===== src/rtl/uart_cmd_assembler.sv =====
// Pairs UART bytes (high then low) into 16-bit commands with a held ready flag,
// sticky overrun and an inter-byte timeout that resynchronises framing.
module uart_cmd_assembler #(
  parameter int unsigned TIMEOUT = 100000,
  parameter int unsigned TO_W    = 17
) (
  input  logic        clk,
  input  logic        rst_n,
  input  logic        rx_rdy,
  input  logic [7:0]  rx_data,
  output logic        clr_rx_rdy,
  input  logic        clr_cmd_rdy,
  output logic [15:0] cmd,
  output logic        cmd_rdy,
  output logic        overrun,
  output logic        to_err
);

  typedef enum logic {WAIT_HI, WAIT_LO} state_t;

  localparam logic [TO_W-1:0] TO_MAX = TO_W'(TIMEOUT);

  state_t          state, state_nxt;
  logic [TO_W-1:0] to_cnt, to_cnt_nxt;
  logic [7:0]      hi_byte, hi_byte_nxt;
  logic [15:0]     cmd_nxt;
  logic            cmd_rdy_nxt, overrun_nxt, to_err_nxt;
  logic            done;

  // Every byte is consumed immediately; the receiver never sees back-pressure.
  assign clr_rx_rdy = rx_rdy;

  always_ff @(posedge clk or negedge rst_n) begin
    if (!rst_n) begin
      state   <= WAIT_HI;
      to_cnt  <= '0;
      hi_byte <= '0;
      cmd     <= '0;
      cmd_rdy <= 1'b0;
      overrun <= 1'b0;
      to_err  <= 1'b0;
    end else begin
      state   <= state_nxt;
      to_cnt  <= to_cnt_nxt;
      hi_byte <= hi_byte_nxt;
      cmd     <= cmd_nxt;
      cmd_rdy <= cmd_rdy_nxt;
      overrun <= overrun_nxt;
      to_err  <= to_err_nxt;
    end
  end

  always_comb begin
    state_nxt   = state;
    to_cnt_nxt  = to_cnt;
    hi_byte_nxt = hi_byte;
    cmd_nxt     = cmd;
    to_err_nxt  = 1'b0;
    done        = 1'b0;

    case (state)
      WAIT_HI: begin
        if (rx_rdy) begin
          hi_byte_nxt = rx_data;
          to_cnt_nxt  = '0;
          state_nxt   = WAIT_LO;
        end
      end
      WAIT_LO: begin
        // A byte arriving on the timeout cycle still completes the command.
        if (rx_rdy) begin
          cmd_nxt   = {hi_byte, rx_data};
          done      = 1'b1;
          state_nxt = WAIT_HI;
        end else if (to_cnt == TO_MAX) begin
          to_err_nxt  = 1'b1;
          hi_byte_nxt = '0;
          state_nxt   = WAIT_HI;
        end else begin
          to_cnt_nxt = to_cnt + 1'b1;
        end
      end
      default: state_nxt = WAIT_HI;
    endcase

    cmd_rdy_nxt = cmd_rdy;
    overrun_nxt = overrun;
    if (done) begin
      // An acknowledge coinciding with completion retires the old command only.
      cmd_rdy_nxt = 1'b1;
      overrun_nxt = clr_cmd_rdy ? 1'b0 : (overrun | cmd_rdy);
    end else if (clr_cmd_rdy) begin
      cmd_rdy_nxt = 1'b0;
      overrun_nxt = 1'b0;
    end
  end

endmodule


===== config.mk =====
export PLATFORM = sky130hd
export DESIGN_NAME = uart_cmd_assembler
export DESIGN_NICKNAME = d
export VERILOG_FILES = /design/src/rtl/uart_cmd_assembler.sv
export SDC_FILE = /design/constraint.sdc
export NUM_CORES = 1
export LEC_CHECK = 0
export BUFFER_PORTS_ARGS = -buffer_cell sky130_fd_sc_hd__buf_4
export CAP_MARGIN = 25
export CELL_PAD_IN_SITES_DETAIL_PLACEMENT = 0
export CELL_PAD_IN_SITES_GLOBAL_PLACEMENT = 1
export CORE_MARGIN = 2
export CORE_UTILIZATION = 45
export CTS_BUF_LIST = sky130_fd_sc_hd__clkbuf_4 sky130_fd_sc_hd__clkbuf_8
export DETAILED_ROUTE_END_ITERATION = 16
export PLACE_DENSITY_LB_ADDON = 0.1
export SYNTH_ARGS = -nofsm -noshare
export SYNTH_HDL_FRONTEND = slang
export SYNTH_SLANG_ARGS = --single-unit

===== constraint.sdc =====
create_clock -name clk -period 4.36 [get_ports clk]
set_clock_uncertainty 0.05 [all_clocks]
set_input_delay 0.872 -clock clk [delete_from_list [all_inputs] [get_ports clk]]
set_output_delay 0.872 -clock clk [all_outputs]
set_load 0.005 [all_outputs]

==> metrics.md <==
| Metric | Value |
|---|---|
| RR Startpoint | `to_cnt[0]` |
| Post-Syn Nets | `202` |
| Root Buffer | `clkbuf_8` |
| Number of synthesized register bits | `45` |
| Met1 wire length | `2069 um` |
| CTS sink cnt | `45` |
| Fin cells | `270` |
| Pwr dens | `426.8 nW/um^2` |
| Clk_lat worst skew | `0.31 ns` |
| Gr usage total | `18.82%` |
| Status | `complete, no violations` |
| VDD IR-drop max | `0.0002474 V` |
| ANT cells | `0` |
| Reg2reg setup slack | `2.14 ns` |
| Synth Area in Adders | `1.211%` |
| Crit share post-route | `50.99%` |
| CP endpoint kind | `flip-flop` |
| Yosys warns | `0` |
| Nets | `231` |
| Worst reg2reg endpoint | `to_cnt[9]` |
| Routed met2 length | `2003 um` |
| Wire length per cell | `16.03 um` |
| Worst Max-Slew Pin Slew | `0.7250 ns` |
| Layout cells sized above 1 | `27.06%` |
| Setup TNS | `0 ns` |
| Sequential fraction of the synthesis area | `54.51%` |
| Synth Instances | `188` |
| Full die area | `5149 um^2` |
| Synth cell types | `43` |
| Hold depth | `1` |
| Worst min-delay path class | `reg -> reg` |
| DRT antenna net count | `0` |
| Mux cell area share after synthesis | `10.18%` |
| Largest family of logic cells by synthesized area | `simple AND/OR/NAND/NOR gates` |
| Vias | `1531` |
| Post-synth top area cell | `dfrtp_1` |
| GP Congestion | `0.8114` |
| Post-synthesis compound-gate area fraction | `13.08%` |
| IO Port Bufs | `31` |
| Initial Util | `47.12%` |
| Cell Area, Synth | `2066 um^2` |
| Largest net degree at the start of global routing | `46` |
| Post-CTS Setup Inserts | `0` |
| Min Hold Slack | `0.4594 ns` |
| Boundary Pins | `32` |
| Initial DRC Count | `177` |
| Yosys top cell area share | `54.51%` |
| DR top layer | `met4` |
| CTS tree | `built` |
| DP HPWL | `2884 um` |
| Pre-antenna DRT Iters | `5` |
| Standard-cell rows | `24` |
| Initial antenna violation count | `0` |
| # setup viols final | `0` |
| Die W | `71.76 um` |
| Hold buffers post-CTS | `0` |
| Crit-path max FO | `18` |
| Mean Syn Cell Area | `10.99 um^2` |
| Finished layout cell area | `2396 um^2` |
| Total grt overflow | `0` |
| Most frequent cells in the layout | `45 x dfrtp_1, 32 x nand2_1, 31 x buf_4, 16 x mux2_2, 15 x o21ai_0` |
| Main synth FF type | `dfrtp_1` |
| Met3 wire len | `208 um` |
| Hold Startpoint | `hi_byte[1]` |
| DRC Markers | `0` |
| Top cells by area, synth | `dfrtp_1 55%, mux2_2 8.7%, nand2_1 5.8%, o21ai_0 3.6%, nand3_1 1.7%` |
| Post-cts resize count | `0` |
| Crit path DAT | `2.35 ns` |
| WS Path Type | `reg -> reg` |
| Fmax | `449.8 MHz` |
| Post-Synth Simple-Gate Area | `17.50%` |
| Syn-to-layout area delta | `15.99%` |
| Clock-pin transition on the worst setup and hold timing paths | `0.09 ns` |
| Crit path launch type | `flip-flop` |
| FF-to-FF path depth | `7` |
| Post-synthesis xor/xnor area fraction | `0%` |
| Hold Path End | `cmd[9]` |
| H-Tree Depth | `2` |
| Area post-placement | `2306 um^2` |
| Hold Violations, Final | `0` |
| Post-Route WL | `4327 um` |
| Post-synth EDFFs | `0` |
| Vias in the first global route | `1532` |
| Chip height | `71.76 um` |
| Clock period minus worst slack | `2.223 ns` |
| Clk buf depth | `2` |
| Core area | `4384 um^2` |
| Cts bufs inserted | `5` |
| First-pass GRT wire length | `7472 um` |
| DR vias/cell | `5.670` |
| Max-cap violation count | `0` |
| Unrepaired setup endpoints after global routing | `false` |
| CP Data Required Time | `4.48 ns` |
| Slew Limit Fails | `0` |
| LEAKAGE | `0.001106 uW` |
| Commonest non-fill, non-tap cell in the layout | `dfrtp_1` |
| Slew margin rel. | `51.55%` |
| Placed Cells | `262` |
| Ys async rst share | `100.0%` |
through the flow:
stage	total power, uW	utilization [%]	worst slack [ns]
6_report	1023	54.65	2.137
5_1_grt	1093	54.65	1.995
4_1_cts	1039	54.65	2.125
3_5_place_dp	771.9	52.60	1.867
3_3_place_gp	761.7	52.60	1.963
2_1_floorplan	649.2	-	2.295
routing by layer:
metal	track usage [%]	up-vias
met1	25.98	745
met5	0	-
li1	-	744
met3	6.188	6
met4	4.612	0
met2	28.91	36
power breakdown:
group	leakage, uW	internal, uW	switching, uW
Combinational	0.000483	127	93.6
Clock	0.0000445	114	150
Sequential	0.000578	491	47.6
how the worst max path moves through the flow:
stage / from / endpoint / depth (start not counted)
4_1_cts: to_cnt[0] / to_cnt[9] / 7
6_report: to_cnt[0] / to_cnt[9] / 7
2_1_floorplan: rx_rdy / to_cnt[2] / 6
3_3_place_gp: rx_rdy / to_cnt[16] / 6
3_5_place_dp: rx_rdy / to_cnt[9] / 6
5_1_grt: to_cnt[3] / to_cnt[3] / 5
final cells by class:
| cell class | instances | area, um^2 |
|---|---|---|
| Clock buffer | 5 | 68.82 |
| Clock inverter | 3 | 21.27 |
| Fill cell | 388 | 1988 |
| Inverter | 4 | 15.01 |
| Multi-Input combinational cell | 130 | 867.1 |
| Sequential cell | 45 | 1126 |
| Tap cell | 52 | 65.06 |
| Timing Repair Buffer | 31 | 232.7 |
synth_stat cells (all sizes together), types with 2 or more instances:
master / count
o31ai: 2
o21ai: 16
mux2: 16
nand4: 5
nand3: 7
a21o: 2
nor2: 7
ha: 2
buf: 4
dfrtp: 45
a22o: 2
o22a: 2
o211ai: 2
a31oi: 5
nand2: 32
and4: 2
nor3: 4
a41oi: 2
clkbuf: 5
and4bb: 2
o31a: 2
and3: 2
inv: 4
mux2i: 3
critical path, cell delays in order, from the launching register on:
cell and delay, ns:
dfrtp_1 0.43, inv_1 0.06, ha_1 0.20, and4bb_1 0.20, and4_4 0.18, or2_1 0.44
o311ai_1 0.42, o41ai_2 0.12
state kept, by name, indices dropped and copies added, names as in the netlist:
signal,flops
hi_byte,8
state,1
to_err,1
to_cnt,17
cmd_rdy,1
cmd,16
overrun,1
kinds of logic (layout without fill, tap and decap cells):
group           after synthesis  after routing
compound gates               39             39
fa+ha+maj                     2              2
buf+inv                      13             43
flops                        45             45
mux                          19             19
simple gates                 70             70
Note: power is estimated with default switching activity, not from simulation.
